$ cat config.mk
export PLATFORM = sky130hd
export DESIGN_NAME = mips32_issue_scheduler
export DESIGN_NICKNAME = d
export VERILOG_FILES = /design/src/rtl/mips32_issue_scheduler.sv
export SDC_FILE = /design/constraint.sdc
export NUM_CORES = 1
export LEC_CHECK = 0
export CAP_MARGIN = 20
export CORE_UTILIZATION = 31
export CTS_CLUSTER_DIAMETER = 120
export CTS_CLUSTER_SIZE = 25
export DETAILED_ROUTE_END_ITERATION = 8
export SETUP_SLACK_MARGIN = 0.15
export SLEW_MARGIN = 5
export SYNTH_ARGS = -nofsm -noshare
export SYNTH_HDL_FRONTEND = slang
export SYNTH_SLANG_ARGS = --single-unit
$ cat constraint.sdc
create_clock -name clk -period 5.7 [get_ports clk]
set_input_delay 1.14 -clock clk [delete_from_list [all_inputs] [get_ports clk]]
set_output_delay 1.14 -clock clk [all_outputs]
set_load 0.005 [all_outputs]
$ cat src/rtl/mips32_issue_scheduler.sv
// rtl/mips32_issue_scheduler.sv - ID-to-EX issue controller with RAW scoreboard, branch flush and HLT drain
//
// Purpose:
//   Decides each cycle whether the instruction in ID issues to EX, is held
//   (stall, bubble into EX) or is discarded (flush on a taken branch in EX).
//   In-flight register writes are tracked in a DEPTH-entry shift-register
//   scoreboard (entry 0 = EX, entry DEPTH-1 = WB). A HLT that issues blocks
//   all further issue and raises the sticky halted flag once the pipeline
//   behind it has fully drained.
//
// Build option:
//   MIPS32_FWD_EN - when defined, the datapath forwards EX/MEM/WB results and
//                   only a load in EX that feeds the ID instruction stalls.
//                   When undefined, full interlock over every tracked stage.
//
// Ports:
//   clk          in   rising-edge clock
//   rst          in   synchronous reset, active high
//   id_valid     in   ID holds a valid instruction
//   id_rs/id_rt  in   source register numbers
//   id_use_rs/rt in   instruction actually reads the source
//   id_dst       in   destination register number
//   id_wr        in   instruction writes id_dst
//   id_load      in   instruction is LW
//   id_halt      in   instruction is HLT
//   ex_taken     in   branch in EX resolved taken this cycle
//   issue        out  ID instruction advances to EX
//   stall        out  ID instruction held, bubble into EX
//   flush        out  ID/IF contents discarded
//   halted       out  HLT issued and pipeline drained (sticky until reset)
//   stall_count  out  saturating count of stall cycles

module mips32_issue_scheduler #(
  parameter int DEPTH = 3,
  parameter int CNT_W = 16
) (
  input  logic             clk,
  input  logic             rst,
  input  logic             id_valid,
  input  logic [4:0]       id_rs,
  input  logic [4:0]       id_rt,
  input  logic             id_use_rs,
  input  logic             id_use_rt,
  input  logic [4:0]       id_dst,
  input  logic             id_wr,
  input  logic             id_load,
  input  logic             id_halt,
  input  logic             ex_taken,
  output logic             issue,
  output logic             stall,
  output logic             flush,
  output logic             halted,
  output logic [CNT_W-1:0] stall_count
);

  typedef enum logic [1:0] {
    ST_RUN   = 2'd0,
    ST_DRAIN = 2'd1,
    ST_HALT  = 2'd2
  } state_t;

  localparam logic [CNT_W-1:0] CNT_ONE = {{(CNT_W-1){1'b0}}, 1'b1};

  state_t state, state_next;

  // Scoreboard, one bit-vector per field so the shift is a simple index move.
  logic [DEPTH-1:0] sb_occ;
  logic [DEPTH-1:0] sb_wv;
  logic [DEPTH-1:0] sb_ld;
  logic [4:0]       sb_dst [DEPTH];

  logic             halt_pending;
  logic             sb_empty;
  logic             rs_live;
  logic             rt_live;
  logic             hazard;

  // A source of R0 can never be produced by anyone, so it never matches.
  assign rs_live  = id_use_rs & (id_rs != 5'd0);
  assign rt_live  = id_use_rt & (id_rt != 5'd0);
  assign sb_empty = ~(|sb_occ);

  // Both DRAIN and HALT block issue; HALT only differs by raising halted.
  assign halt_pending = (state != ST_RUN);
  assign halted       = (state == ST_HALT);

  always_comb begin
    hazard = 1'b0;
`ifdef MIPS32_FWD_EN
    // With full forwarding only a load still in EX cannot feed ID in time.
    if (sb_wv[0] && sb_ld[0] &&
        ((rs_live && (sb_dst[0] == id_rs)) || (rt_live && (sb_dst[0] == id_rt))))
      hazard = 1'b1;
`else
    // No bypass anywhere, including register-file write-to-read, so every
    // stage up to and including WB is a hazard source.
    for (int i = 0; i < DEPTH; i++) begin
      if (sb_wv[i] &&
          ((rs_live && (sb_dst[i] == id_rs)) || (rt_live && (sb_dst[i] == id_rt))))
        hazard = 1'b1;
    end
`endif
  end

  // Issue decision and halt sequencing.
  always_comb begin
    state_next = state;
    flush      = ex_taken;
    issue      = 1'b0;
    stall      = 1'b0;

    // Flush dominates: the ID instruction is on the wrong path, so it must
    // neither issue, stall nor (for HLT) start the drain.
    if (id_valid && !halt_pending && !ex_taken) begin
      issue = ~hazard;
      stall = hazard;
    end

    case (state)
      ST_RUN: begin
        if (issue && id_halt)
          state_next = ST_DRAIN;
      end
      ST_DRAIN: begin
        // The HLT itself occupies the scoreboard, so this waits for it to retire.
        if (sb_empty)
          state_next = ST_HALT;
      end
      ST_HALT: begin
        state_next = ST_HALT;
      end
      default: begin
        state_next = ST_RUN;
      end
    endcase
  end

  always_ff @(posedge clk) begin
    if (rst)
      state <= ST_RUN;
    else
      state <= state_next;
  end

  // Scoreboard shift: entries keep retiring even on a flush, because
  // everything older than the branch in EX is architecturally valid.
  always_ff @(posedge clk) begin
    if (rst) begin
      sb_occ <= '0;
      sb_wv  <= '0;
      sb_ld  <= '0;
      for (int i = 0; i < DEPTH; i++)
        sb_dst[i] <= 5'd0;
    end else begin
      for (int i = DEPTH - 1; i > 0; i--) begin
        sb_occ[i] <= sb_occ[i-1];
        sb_wv[i]  <= sb_wv[i-1];
        sb_ld[i]  <= sb_ld[i-1];
        sb_dst[i] <= sb_dst[i-1];
      end
      sb_occ[0] <= issue;
      // Writes to R0 are discarded by the register file, so never track them.
      sb_wv[0]  <= issue & id_wr & (id_dst != 5'd0);
      sb_ld[0]  <= issue & id_load;
      sb_dst[0] <= issue ? id_dst : 5'd0;
    end
  end

  always_ff @(posedge clk) begin
    if (rst)
      stall_count <= '0;
    else if (stall && (stall_count != {CNT_W{1'b1}}))
      stall_count <= stall_count + CNT_ONE;
  end

endmodule

==> results of run 1 <==
[kinds of logic (layout without fill, tap and decap cells)]
family / Yosys count / in the layout
and+or+nand+nor: 92 / 92
buffers and inverters: 8 / 53
adders and majority gates: 5 / 5
DFF: 39 / 39
AOI/OAI and AO/OA: 20 / 20
xor gates and xnor gates: 38 / 38
muxes: 9 / 9
[metal layers]
metal | GRT usage | up-vias | wire (um)
li1 | - | 808 | -
met1 | 0.172 | 736 | 2040
met2 | 0.236 | 32 | 1940
met3 | 0.0363 | 7 | 200
met4 | 0.0569 | 0 | 66
met5 | 0 | - | 0
[cell usage in the layout, fill, tap and decap left out, drive strengths merged]
cell type      instances
a32oi                  2
o22ai                  2
bufinv                 1
ha                     5
nor3                   2
xor2                   8
mux2                   6
a31o                   1
nand3                  6
nand2b                 6
mux2i                  3
nor2b                 20
nor4                   2
a211oi                 4
nand2                 10
inv                    2
and2                   5
clkdlybuf4s50         42
xnor2                 30
clkbuf                 6
dfxtp                 39
a21boi                 1
nor2                  21
o21a                   1
nand4                  9
and3                   8
or3                    1
a21oi                  6
clkinv                 1
o311a                  1
nand3b                 1
buf                    1
or4                    1
o31ai                  2
[layout make-up]
class | count | area share
multi-input cells | 164 | 0.456
inverters | 2 | 0.00285
well taps | 77 | 0.0366
clock buffers | 6 | 0.0314
clock inverters | 2 | 0.0133
repair buffers | 43 | 0.163
flip-flops and latches | 39 | 0.297
[critical path: cells and delay by family]
kind,cells,cell delay [ps]
buffers and inverters,2,1020
and+or+nand+nor,3,870
AOI/OAI and AO/OA,2,640
[metrics by stage]
step / setup WS (ps) / hold slack (ps) / util / total power, mW / cell area (um^2)
2_1_floorplan: 2080 / 438 / - / 0.375 / 2010
3_3_place_gp: 829 / 460 / 0.398 / 0.417 / 2510
3_5_place_dp: 862 / 462 / 0.398 / 0.418 / 2510
4_1_cts: 853 / 476 / 0.417 / 0.655 / 2630
5_1_grt: 749 / 491 / 0.417 / 0.684 / 2630
6_report: 899 / 475 / 0.417 / 0.647 / 2630
[state kept, by name, indices dropped and copies added, names as in the netlist]
name,flops
sb_dst,15
state,2
stall_count,16
sb_occ,3
sb_wv,3
[power by group through the flow]
stage          Combinational (mW)  Clock, mW  Sequential [mW]
2_1_floorplan              0.0773          0            0.298
3_3_place_gp                0.117          0            0.300
3_5_place_dp                0.118          0            0.300
4_1_cts                     0.119      0.242            0.294
5_1_grt                     0.132      0.256            0.296
6_report                    0.116      0.237            0.294
[final timing paths]
check	from	to	depth (start not counted)
hold reg to reg	sb_occ[1]	sb_occ[2]	1
setup / recovery	id_rt[1]	issue	7
hold / removal	sb_occ[1]	sb_occ[2]	1
setup reg to reg	state[0]	stall_count[9]	8
==> results.yml, run 1 <==
setup_path:
  cp-end-kind: "output pin"
  crit_path_frequent_cell: "clkdlybuf4s50_1"
  max_stage_delay_ps: 560
  r2r_setup_slack_ps: 3340
  crit_required_ps: 4560
  critPathMaxFanout: 10
  path_class: "in -> out"
  crit_chain: "clkdlybuf4s50_1 -> or4_1 -> o21a_1 -> a32oi_4 -> nand2_2 -> nor2_1 -> clkdlybuf4s50_1"
  worstSetupStartpointType: "primary input"
  critPathArrivalTime_ps: 3660
  cp_slowest_cell: "or4_1"
floorplanning:
  die_area_um2: 6820
  rows: 29
  die_w_um: 82.6
  start_util: 0.319
  die_h_um: 82.6
  ioPinCount: 44
  coreArea_um2: 6310
grt:
  grt_pass1_vias: 1598
  overflow: 0
  grt_first_pass_wirelength_um: 7110
  antenna_found_initial: 0
  grt_use_total: 0.141
  grt_max_degree: 43
logic_synthesis:
  synth-seq-cells: 39
  yosysMostFrequentCell: "dfxtp_1"
  synth_area_leaders: "dfxtp_1 (39%), xnor2_1 (13%), nor2b_1 (6.2%), nor2_1 (3.9%), xor2_1 (3.5%)"
  synth_top_family_by_area: "simple AND/OR/NAND/NOR gates"
  synth_top_cell_by_area: "dfxtp_1"
  synth_compound_area_frac: 0.0969
  synth_flop_cell: "dfxtp_1"
  syn-cell-area_um2: 2010
  synth_warnings: 0
  synth_seq_area_share: 0.388
  synth-xor-area-share: 0.165
  async_reset_ff_frac: 0
  synth-adder-area-share: 0.0311
  syn_inst: 211
  synth_fp_nets: 240
  synth-edff-count: 0
  synth.distinct_cells: 37
  synth.area.mux_share: 0.0522
  synth-simple-area-share: 0.250
  syn_area_per_cell_um2: 9.55
  yosysTopAreaCellShare: 0.388
  synth_common_cells: "dfxtp_1 (39), xnor2_1 (30), nor2_1 (21)"
timing:
  fin_crit_ps: 4800
  tns_ps: 0
  rsz0062_at_grt: "no"
  worst_pin_slew_ps: 415
  maxSlewViolCount: 0
  max-slew-margin-rel: 0.723
  setup-violations-final: 0
  skew_ps: 5.65
  fmax_mhz: 208
  hold_viol_final: 0
  fin_crit_sh: 0.842
drt:
  ant_nets: 0
  via_per_inst: 4.75
  dr_total_vias: 1583
  dr.pass1.iters: 3
  wl_per_cell_um: 12.7
  drc_errors: 0
  finalWirelength_um: 4250
  dr.first_iter.drc_count: 22
placed_design:
  io_buffers: 42
  place_hpwl_um: 3190
  dp.cells: 325
  gp_congestion: 0.813
cts:
  tritoncts: "done"
  hold_buffers: 0
  clk_pin_slew_ps: 70
  clk_latency_ps: 290
  cts.sinks: 39
  clock-root-buffer: "clkbuf_8"
  post_cts_buffers: 0
  cts_resized: 0
  h-tree-depth: 2
  cts_buffer_depth: 2
  cts_buffers: 5
power:
  seq_power_share: 0.454
  internal_power_mw: 0.488
  powerDensity_nw_per_um2: 246
  p_comb_frac: 0.180
  leakage_nw: 0.920
  p_clk_frac: 0.366
  ir_drop_mv: 0.0994
  power_switching_mw: 0.159
  p_sw_frac: 0.245
final_layout:
  nFillCells: 662
  seqCellArea_um2: 781
  multi_input_area_um2: 1200
  syn2layout_area_growth_pct: 30.6
  drive_gt1_frac: 0.0820
  layout.cells.non_filler: 333
  diodes: 0
  nets: 284
status:
  status: "completed"
flow_run:
  maxCapViolCount: 0
worst_hold_path:
  hp-class: "reg -> reg"
No activity file was read; power rests on OpenSTA's default activity.
==> inputs of run 2 (changes only) <==
==> constraint.sdc (replaced) <==
create_clock -name clk -period 3.9 [get_ports clk]
set_input_delay 0.78 -clock clk [delete_from_list [all_inputs] [get_ports clk]]
set_output_delay 0.78 -clock clk [all_outputs]
set_load 0.005 [all_outputs]
==> run 2 against run 1 <==
  * Non-clock buffer count up 8
  * Sequential power is 46% higher
  * Largest cell class unchanged
  * Register-to-register slack worse by 1800 ps
  * Worst hold slack worse by 11 ps
  * Critical path depth is the same
  * Sequential cell count is the same
  * Die area unchanged
  * Combinational power grew 52%
  * Cell count is 2.4% higher
==> results.yml, run 2 (same netlist as run 1, synthesis figures left out) <==
status:
  status: "completed"
grt:
  overflow: 0
  antenna_found_initial: 0
  grt_use_total: 0.134
  grt_first_pass_wirelength_um: 6730
  grt_max_degree: 32
  grt_pass1_vias: 1480
final_layout:
  final_common_cell: "clkdlybuf4s50_1"
  fin_area_um2: 2700
  final_core_util: 0.428
  regMostFlops: "stall_count"
  diodes: 0
  final_cell_mix: "clkdlybuf4s50_1 (41), dfxtp_1 (39), xnor2_1 (30)"
  syn2layout_area_growth_pct: 34.2
  drive_gt1_frac: 0.117
  seqCellArea_um2: 781
  multi_input_area_um2: 1200
  reg.largest.list: "stall_count: 16 flops, sb_dst: 15 flops"
  largest_reg_flops: 16
  nets: 292
  nFillCells: 649
flow_run:
  maxCapViolCount: 0
timing:
  rsz0062_at_grt: "no"
  maxSlewViolCount: 0
  fin_crit_sh: 0.926
  skew_ps: 6.79
  worst_pin_slew_ps: 409
  max-slew-margin-rel: 0.725
  fmax_mhz: 277
  hold_viol_final: 0
  tns_ps: 0
  setup-violations-final: 0
  fin_crit_ps: 3610
floorplanning:
  die_w_um: 82.6
  coreArea_um2: 6310
  die_h_um: 82.6
  rows: 29
  ioPinCount: 44
  die_area_um2: 6820
  start_util: 0.319
cts:
  clk_pin_slew_ps: 80
  h-tree-depth: 2
  clk_latency_ps: 280
  cts_buffers: 5
  clock-root-buffer: "clkbuf_8"
  post_cts_buffers: 0
  tritoncts: "done"
  hold_buffers: 0
  cts.sinks: 39
  cts_buffer_depth: 2
setup_path:
  worstReg2RegStart: "state[0]"
  critPathMaxFanout: 4
  critPathArrivalTime_ps: 2830
  crit_start: "id_rs[4]"
  crit_required_ps: 3120
  path_class: "in -> out"
  cp-end-kind: "output pin"
  worstSetupStartpointType: "primary input"
power:
  powerDensity_nw_per_um2: 351
  ir_drop_mv: 0.236
  p_clk_frac: 0.361
  p_sw_frac: 0.243
  p_comb_frac: 0.186
  power_switching_mw: 0.230
  seq_power_share: 0.453
  leakage_nw: 0.975
  internal_power_mw: 0.718
drt:
  ant_nets: 0
  via_per_inst: 4.68
  finalWirelength_um: 4200
  dr.first_iter.drc_count: 40
  wl_per_cell_um: 12.3
  drc_errors: 0
  dr.pass1.iters: 4
  dr_total_vias: 1596
worst_hold_path:
  hp-class: "reg -> reg"
  hold_start: "sb_occ[1]"
placed_design:
  io_buffers: 42
  place_hpwl_um: 3240
  gp_congestion: 0.787
  placed_cell_area_um2: 2560
## run 2: changes by cell type in the layout (fill, tap and decap cells not counted)
cell	previous run	this run
buf_4	1	8
buf_8	0	1
clkdlybuf4s50_1	42	41
dlymetal6s2s_1	0	1
nor2_1	21	20
nor2_2	0	1
o21a_1	1	0
o21a_2	0	1
## run 2: worst max-delay path: stages
cell and delay [ps]:
clkdlybuf4s50_1 510, xor2_1 210, nor4_1 240, and3_1 240, a32oi_4 140, a21oi_1 170, clkdlybuf4s50_1 540
## run 2: path summary, 6_finish.rpt
kind | to | slack [ps] | cells after the start
max | stall | 290 | 7
min | sb_occ[2] | 460 | 1
max reg2reg | stall_count[12] | 1540 | 8
min reg2reg | sb_occ[2] | 460 | 1
## run 2: cell type report
cell class / count / share of cell area
multi-input cells: 164 / 0.445
clock inverters: 2 / 0.0130
clock buffers: 6 / 0.0305
inverters: 2 / 0.00278
well taps: 77 / 0.0356
flip-flops and latches: 39 / 0.289
repair buffers: 51 / 0.184
## run 2: power groups by stage
stage	Combinational (mW)	Sequential [mW]	Clock, mW
after floorplan	0.113	0.435	0
after global placement	0.176	0.438	0
after detailed placement	0.178	0.440	0
after CTS	0.179	0.430	0.354
after global routing	0.200	0.432	0.377
final	0.176	0.430	0.342
## run 2: repair_timing
item / in CTS / in global routing
setup endpoints to repair: 1 / 1
pin swaps: 1 / 1
gates resized for setup: 1 / 2
## run 2: per-stage QoR
stage | power [mW] | worst slack (ps) | std cells | hold WS, ps
final | 0.948 | 290 | 341 | 463
after global routing | 1.01 | 160 | 341 | 471
after CTS | 0.963 | 163 | 340 | 464
after detailed placement | 0.617 | 140 | 332 | 463
after global placement | 0.615 | 134 | 332 | 444
after floorplan | 0.548 | 1000 | 211 | 438
## run 2: per-layer routing
metal | vias up | global-route usage | share of wire
li1 | 825 | - | -
met2 | 33 | 0.216 | 0.45
met5 | - | 0 | 0
met1 | 736 | 0.165 | 0.49
met4 | 0 | 0.0414 | 0.0050
met3 | 2 | 0.0484 | 0.054
==> inputs of run 3 (changes only) <==
--- a/config.mk
+++ b/config.mk
@@ -6,6 +6,7 @@
 export NUM_CORES = 1
 export LEC_CHECK = 0
 export CAP_MARGIN = 20
+export CORE_ASPECT_RATIO = 1.4
 export CORE_UTILIZATION = 31
 export CTS_CLUSTER_DIAMETER = 120
 export CTS_CLUSTER_SIZE = 25
==> run 3 against run 2 <==
  * Critical path type unchanged
  * Clock power increased by 15%
  * Sequential cell count unchanged
  * Routed wire length increased by 5.7%
  * Sequential power about the same
  * Largest cell class unchanged
  * Design area unchanged
  * Clock-buffer cell count unchanged
  * Critical endpoint is now issue
  * Register-to-register slack got worse by 50 ps
==> results.yml, run 3 (same netlist as run 1, synthesis figures left out) <==
flow_run:
  maxCapViolCount: 0
drt:
  ant_nets: 0
  via_per_inst: 4.87
  drc_errors: 0
  dr.first_iter.drc_count: 20
  wl_per_cell_um: 13.3
  dr_total_vias: 1632
  finalWirelength_um: 4440
  dr.pass1.iters: 4
grt:
  antenna_found_initial: 0
  grt_first_pass_wirelength_um: 7680
  grt_max_degree: 23
  grt_pass1_vias: 1648
  overflow: 0
  grt_use_total: 0.142
timing:
  worst_pin_slew_ps: 769
  setup-violations-final: 0
  fmax_mhz: 274
  fin_crit_ps: 3650
  skew_ps: 7.83
  max-slew-margin-rel: 0.485
  rsz0062_at_grt: "yes"
  maxSlewViolCount: 0
  hold_viol_final: 0
  fin_crit_sh: 0.935
  tns_ps: 0
cts:
  clock-root-buffer: "clkbuf_8"
  tritoncts: "done"
  cts_buffer_depth: 2
  hold_buffers: 0
  h-tree-depth: 2
  clk_latency_ps: 290
  cts_buffers: 5
  cts.sinks: 39
  cts_resized: 0
  clk_pin_slew_ps: 80
  post_cts_buffers: 0
worst_hold_path:
  hp-class: "reg -> reg"
final_layout:
  regMostFlops: "stall_count"
  final_cell_mix: "clkdlybuf4s50_1 (40), dfxtp_1 (39), xnor2_1 (30)"
  reg.largest.list: "stall_count: 16 flops, sb_dst: 15 flops"
  final_common_cell: "clkdlybuf4s50_1"
  diodes: 0
  drive_gt1_frac: 0.110
  syn2layout_area_growth_pct: 34.2
  nets: 291
  largest_reg_flops: 16
power:
  ir_drop_mv: 0.147
  powerDensity_nw_per_um2: 370
  power_mw: 1.00
  leakage_nw: 0.976
placed_design:
  io_buffers: 42
  gp_congestion: 0.793
  place_hpwl_um: 3460
setup_path:
  max_stage_delay_ps: 520
  critPathBufInv: 2
  worstSetupStartpointType: "primary input"
  cp_slowest_cell: "or4_1"
  crit_chain: "clkdlybuf4s50_1 -> or4_1 -> o21a_2 -> a32oi_4 -> nand2_2 -> nor2_1 -> clkdlybuf4s50_1"
  cp_top_family: "buffers and inverters"
  crit_required_ps: 3120
  path_class: "in -> out"
  critPathArrivalTime_ps: 2870
  critPathMaxFanout: 3
  cp-end-kind: "output pin"
  crit_path_frequent_cell: "clkdlybuf4s50_1"
floorplanning:
  die_area_um2: 6830
  die_w_um: 70.1
  start_util: 0.322
  die_h_um: 97.4
  coreArea_um2: 6250
  ioPinCount: 44
  rows: 34
status:
  status: "completed"
[run 3: changes by cell type in the layout (fill, tap and decap cells not counted), sizes merged]
cell	before	now
buf	9	8
bufinv	1	2
clkdlybuf4s50	41	40
clkinv	1	0
dlymetal6s2s	1	2
[run 3: final timing paths]
| kind | from | end | slack [ps] | depth (start not counted) |
|---|---|---|---|---|
| setup / recovery | id_rt[1] | issue | 250 | 7 |
| hold / removal | sb_occ[1] | sb_occ[2] | 470 | 1 |
| setup reg to reg | state[0] | stall_count[9] | 1490 | 8 |
| hold reg to reg | sb_occ[1] | sb_occ[2] | 470 | 1 |
[run 3: final cells by class]
cell class	count	area, um^2
clock buffers	6	72.6
clock inverters	2	60.1
fillers	624	3550
inverters	2	7.51
multi-input cells	164	1210
flip-flops and latches	39	781
well taps	72	90.1
repair buffers	50	485
[run 3: power by group]
part,leakage (nW),switching [mW],internal (mW)
logic,0.595,0.0834,0.0955
registers,0.315,0.0138,0.415
clock network,0.0654,0.137,0.256
[run 3: per-layer routing]
| layer | track usage | routed length, um | vias up |
|---|---|---|---|
| met5 | 0 | 0 | - |
| met4 | 0.0600 | 96 | 0 |
| met3 | 0.0239 | 153 | 8 |
| met2 | 0.250 | 2290 | 32 |
| met1 | 0.167 | 1900 | 772 |
| li1 | - | - | 820 |
[run 3: stage by stage]
step	hold slack (ps)	utilization	worst slack [ps]	instances	area (um^2)
CTS	468	0.430	185	335	2690
global route	494	0.432	135	335	2700
floorplan	438	-	1000	211	2010
finish	468	0.432	252	335	2700
detailed placement	456	0.409	196	327	2560
global placement	445	0.409	192	327	2560
